### config.mk
export PLATFORM = sky130hd
export DESIGN_NAME = mem_port_arbiter
export DESIGN_NICKNAME = d
export VERILOG_FILES = /design/src/rtl/mem_port_arbiter.sv
export SDC_FILE = /design/constraint.sdc
export NUM_CORES = 1
export LEC_CHECK = 0
export ABC_AREA = 1
export CORE_MARGIN = 8
export CORE_UTILIZATION = 45
export CTS_CLUSTER_SIZE = 30
export DETAILED_ROUTE_END_ITERATION = 10
export GPL_TIMING_DRIVEN = 1
export PLACE_DENSITY_LB_ADDON = 0.3
export SLEW_MARGIN = 0
export SYNTH_ARGS = -nofsm -noshare
export SYNTH_HDL_FRONTEND = slang
export SYNTH_SLANG_ARGS = --single-unit
### constraint.sdc
create_clock -name clk -period 6.7 [get_ports clk]
set_input_delay 0.67 -clock clk [delete_from_list [all_inputs] [get_ports clk]]
set_output_delay 0.67 -clock clk [all_outputs]
set_load 0.03 [all_outputs]
### src/rtl/mem_port_arbiter.sv
// rtl/mem_port_arbiter.sv - shares one single-port RAM between instruction fetch and data-stage requests
// Data requests win over fetches; each transaction is IDLE -> DATA/INST -> DONE with a fixed RAM latency.
module mem_port_arbiter #(
    parameter int WORD_LEN    = 32,
    parameter int ADDRESS_LEN = 32,
    parameter int LATENCY     = 2
) (
    input  logic                   clk,
    input  logic                   rst,
    input  logic                   if_req,
    input  logic [ADDRESS_LEN-1:0] if_addr,
    output logic [WORD_LEN-1:0]    if_rdata,
    output logic                   if_ready,
    output logic                   if_stall,
    input  logic                   mem_read,
    input  logic                   mem_write,
    input  logic [ADDRESS_LEN-1:0] mem_addr,
    input  logic [WORD_LEN-1:0]    mem_wdata,
    output logic [WORD_LEN-1:0]    mem_rdata,
    output logic                   mem_ready,
    output logic                   mem_stall,
    output logic                   ram_en,
    output logic                   ram_we,
    output logic [ADDRESS_LEN-1:0] ram_addr,
    output logic [WORD_LEN-1:0]    ram_wdata,
    input  logic [WORD_LEN-1:0]    ram_rdata
);

    typedef enum logic [1:0] {IDLE, DATA, INST, DONE} state_t;

    localparam logic [3:0] LAT4 = 4'(LATENCY);

    state_t     state;
    logic [3:0] cnt;
    logic       is_write;

    always_ff @(posedge clk or posedge rst) begin
        if (rst) begin
            state     <= IDLE;
            cnt       <= 4'd0;
            is_write  <= 1'b0;
            ram_en    <= 1'b0;
            ram_we    <= 1'b0;
            ram_addr  <= '0;
            ram_wdata <= '0;
            if_rdata  <= '0;
            mem_rdata <= '0;
            if_ready  <= 1'b0;
            mem_ready <= 1'b0;
        end else begin
            ram_en    <= 1'b0;
            ram_we    <= 1'b0;
            if_ready  <= 1'b0;
            mem_ready <= 1'b0;
            case (state)
                IDLE: begin
                    if (mem_read || mem_write) begin
                        state     <= DATA;
                        ram_en    <= 1'b1;
                        ram_we    <= mem_write;
                        is_write  <= mem_write;
                        ram_addr  <= mem_addr;
                        ram_wdata <= mem_wdata;
                        cnt       <= LAT4;
                    end else if (if_req) begin
                        state     <= INST;
                        ram_en    <= 1'b1;
                        is_write  <= 1'b0;
                        ram_addr  <= if_addr;
                        cnt       <= LAT4;
                    end
                end
                DATA: begin
                    cnt <= cnt - 4'd1;
                    if (cnt == 4'd1) begin
                        // Stores keep the previous load result visible on mem_rdata.
                        if (!is_write) begin
                            mem_rdata <= ram_rdata;
                        end
                        mem_ready <= 1'b1;
                        state     <= DONE;
                    end
                end
                INST: begin
                    cnt <= cnt - 4'd1;
                    if (cnt == 4'd1) begin
                        if_rdata <= ram_rdata;
                        if_ready <= 1'b1;
                        state    <= DONE;
                    end
                end
                DONE: begin
                    state <= IDLE;
                end
                default: begin
                    state <= IDLE;
                end
            endcase
        end
    end

    assign if_stall  = if_req & ~if_ready;
    assign mem_stall = (mem_read | mem_write) & ~mem_ready;

endmodule

==> reports/qor.yml <==
syn_nets: 827
dpl.hpwl_um: 13000
drt_first_iter_violations: 283
floorplan.io_pins: 267
core-area_sq_um: 13200
floorplan.initialDensity_pct: 45.7
clock.fmax_mhz: 308
first_pass_iters: 4
met2_usage_pct: 32.7
worstPathArrival_ns: 2.58
numCtsBuffers: 17
rows: 42
gp_routability_congestion: 0.792
grtUsageTotal_pct: 20.4
clock_sink_count: 139
syn-instance-count: 688
yosys_warnings: 0
predominant_post_synthesis_flop_cell: "sky130_fd_sc_hd__dfrtp_1"
worst_clock_skew_ns: 0.0106
final-instance-count-excl-fill: 1124
critPathMaxStageDelay_ns: 0.70
detail_route.wirelength_um: 17700
crit_path_top_delay_cell: "sky130_fd_sc_hd__nor2_4"
yosys.area_share.xor_xnor_pct: 0.145
postCtsSetupBuffers: 0
ctsHtreeMaxLevel: 4
cts.hold.buffers_added: 0
switching_share_pct: 42.8
p_comb_share_pct: 52.6
worst_hold_margin_ns: 0.468
average_wire_per_standard_cell_um: 15.7
die-height_um: 132
cts_root_buffer: "sky130_fd_sc_hd__clkbuf_16"
cts.path.max_buffers: 2
max-slew-margin-rel_pct: 29.5
top_usage_layer: "met2"
post_synth.cell_area_avg_sq_um: 8.76
part_of_the_yosys_area_used_for_sequential_elements_pct: 57.7
synth.distinct_cells: 22
yosys-mux-area-fraction_pct: 0
grt_antenna_before_repair: 0
floorplan.die_area_sq_um: 17400
largest_family_of_logic_cells_by_synthesized_area: "simple AND/OR/NAND/NOR gates"
p_int_mw: 2.81
postSynthRegisterBits: 139
final_hold_viol_count: 0
grt_pass1_wl_um: 28300
post-synth-top-area-fraction_pct: 57.7
dp_cells: 1098
power_per_cell_area_nw_per_um2: 533
min_period_over_period_pct: 48.5
synth_most_common_cell: "sky130_fd_sc_hd__nand2_1"
crit_buf_inv: 2
report.final.setup_viol: 0
synth.largest_area_cell: "sky130_fd_sc_hd__dfrtp_1"
worstSetupPathType: "in2out"
grt_max_degree: 86
synth.cells.most_frequent: "sky130_fd_sc_hd__nand2_1, sky130_fd_sc_hd__dfrtp_1, sky130_fd_sc_hd__inv_1, sky130_fd_sc_hd__nand3_1, sky130_fd_sc_hd__o21ai_2"
synth_simple_gate_area_share_pct: 25.2
path_max_fanout: 36
first_global_vias: 5271
power.share.sequential_pct: 29.9
layout-drive-gt1-share_pct: 7.59
max_ir_drop_vdd_mv: 0.320
asyncSetResetFlopFracSynth_pct: 100
crit_family: "buffers and inverters"
worst_setup_path_start_kind: "input pin"
rsz_0062_raised_after_global_routing: "no"
drt_via_density: 4.72
clock_insertion_delay_worst_skew_ns: 0.41
synth-edff-count: 0
buffer_ports.inserted: 266
route.vias.total: 5306
netlist_top_cells_area: "sky130_fd_sc_hd__dfrtp_1, sky130_fd_sc_hd__nand2_1, sky130_fd_sc_hd__o21ai_2, sky130_fd_sc_hd__nand3_1, sky130_fd_sc_hd__inv_1"
finalMaxSlewViolations: 0
design.final.nets: 1080
crit_chain: "clkdlybuf4s50_1, nor2_4, nor2_1, clkdlybuf4s50_1"
net-switching-power_mw: 2.11
antennaDiodeCount: 0
synthToLayoutAreaGrowth_pct: 53.0
required_ns: 6.03
hp-class: "reg2reg"
globalRouteMet3Util_pct: 9.60
die_x_um: 132
outcome: "complete, no violations"
netlist_area_sq_um: 6030
drv_cap: 0
critPathCaptureType: "primary output"
clk_pin_slew_worst_paths_ns: 0.05
antenna_left: 0
period_minus_slack_ns: 3.25
drc: 0
clock_tree_from_tritoncts: "built"
grt_use_met1_pct: 24.3
synth_adder_area_share_pct: 1.25
cp_common_cell: "sky130_fd_sc_hd__clkdlybuf4s50_1"
synth_compound_area_share_pct: 8.34
leakagePower_nw: 4.58
power.share.clock_pct: 17.5
final.setup.worst_slack_ns: 3.45
globalRoute.totalOverflow: 0
dp_slack_ns: 3.45
timing.setup.tns_ns: 0
cts_repair_resize_count: 0
worst_pin_slew_ns: 1.05
## per-layer routing
metal / up-vias / routed length, um
met5: - / 0
met1: 2466 / 7460
met2: 200 / 8450
met4: 0 / 126
li1: 2630 / -
met3: 10 / 1640
## per-stage QoR
step / instance area [sq um] / util (%) / total power, mW
global placement: 8690 / 65.9 / 4.04
detailed placement: 8690 / 65.9 / 4.09
CTS: 9220 / 69.9 / 4.97
floorplan: 6030 / - / 2.99
finish: 9220 / 69.9 / 4.92
global route: 9220 / 69.9 / 5.22
## layout make-up
| type | instances | area, sq um |
|---|---|---|
| inverters | 47 | 181 |
| multi-input cells | 466 | 2110 |
| clock buffers | 23 | 498 |
| repair buffers | 270 | 2690 |
| well taps | 176 | 220 |
| flip-flops and latches | 139 | 3480 |
| clock inverters | 3 | 40.0 |
| fillers | 1034 | 3970 |
## tightest hold or removal path, stage by stage, from the launching register on
cell,delay (ns)
sky130_fd_sc_hd__dfrtp_1,0.33
sky130_fd_sc_hd__nand2_1,0.05
sky130_fd_sc_hd__nand2_1,0.05
## state kept, by name, summed over array words and instances (netlist names)
signal     count
if_rdata      32
mem_rdata     32
ram_addr      32
ram_wdata     32
cnt            4
state          2
if_ready       1
is_write       1
mem_ready      1
ram_en         1
ram_we         1
## power groups by stage
stage / sequential, mW / clock, mW / combinational [mW]
floorplan: 2.25 / 0 / 0.740
global placement: 1.46 / 0 / 2.57
detailed placement: 1.48 / 0 / 2.62
CTS: 1.47 / 0.882 / 2.62
global route: 1.52 / 0.917 / 2.79
finish: 1.47 / 0.861 / 2.59
## logic make-up (layout without fill, tap and decap cells)
group / count (synthesis) / count (layout)
DFF: 139 / 139
adders and majority gates: 6 / 6
AOI/OAI and AO/OA: 74 / 74
and+or+nand+nor: 385 / 385
xor gates and xnor gates: 1 / 1
buffers and inverters: 83 / 343
## final timing paths
| path | start | end | slack [ns] | depth (start not counted) |
|---|---|---|---|---|
| max | mem_write | mem_stall | 3.45 | 4 |
| min reg2reg | ram_wdata[23] | ram_wdata[23] | 0.47 | 2 |
| min | ram_wdata[23] | ram_wdata[23] | 0.47 | 2 |
| max in group asynchronous | rst | if_rdata[24] | 4.76 | 3 |
| max reg2reg | state[0] | ram_wdata[24] | 4.25 | 6 |
| min in group asynchronous | rst | ram_addr[28] | 0.77 | 2 |
## cells in the final DEF (no fill, tap or decap), drive strengths merged, types with 4 or more instances in the layout
| cell | instances |
|---|---|
| nand2 | 339 |
| clkdlybuf4s50 | 266 |
| dfrtp | 139 |
| o21ai | 71 |
| inv | 47 |
| nand3 | 37 |
| clkbuf | 23 |
| nor2 | 9 |
| ha | 6 |
| buf | 4 |
No activity file was read; power rests on OpenSTA's default activity.
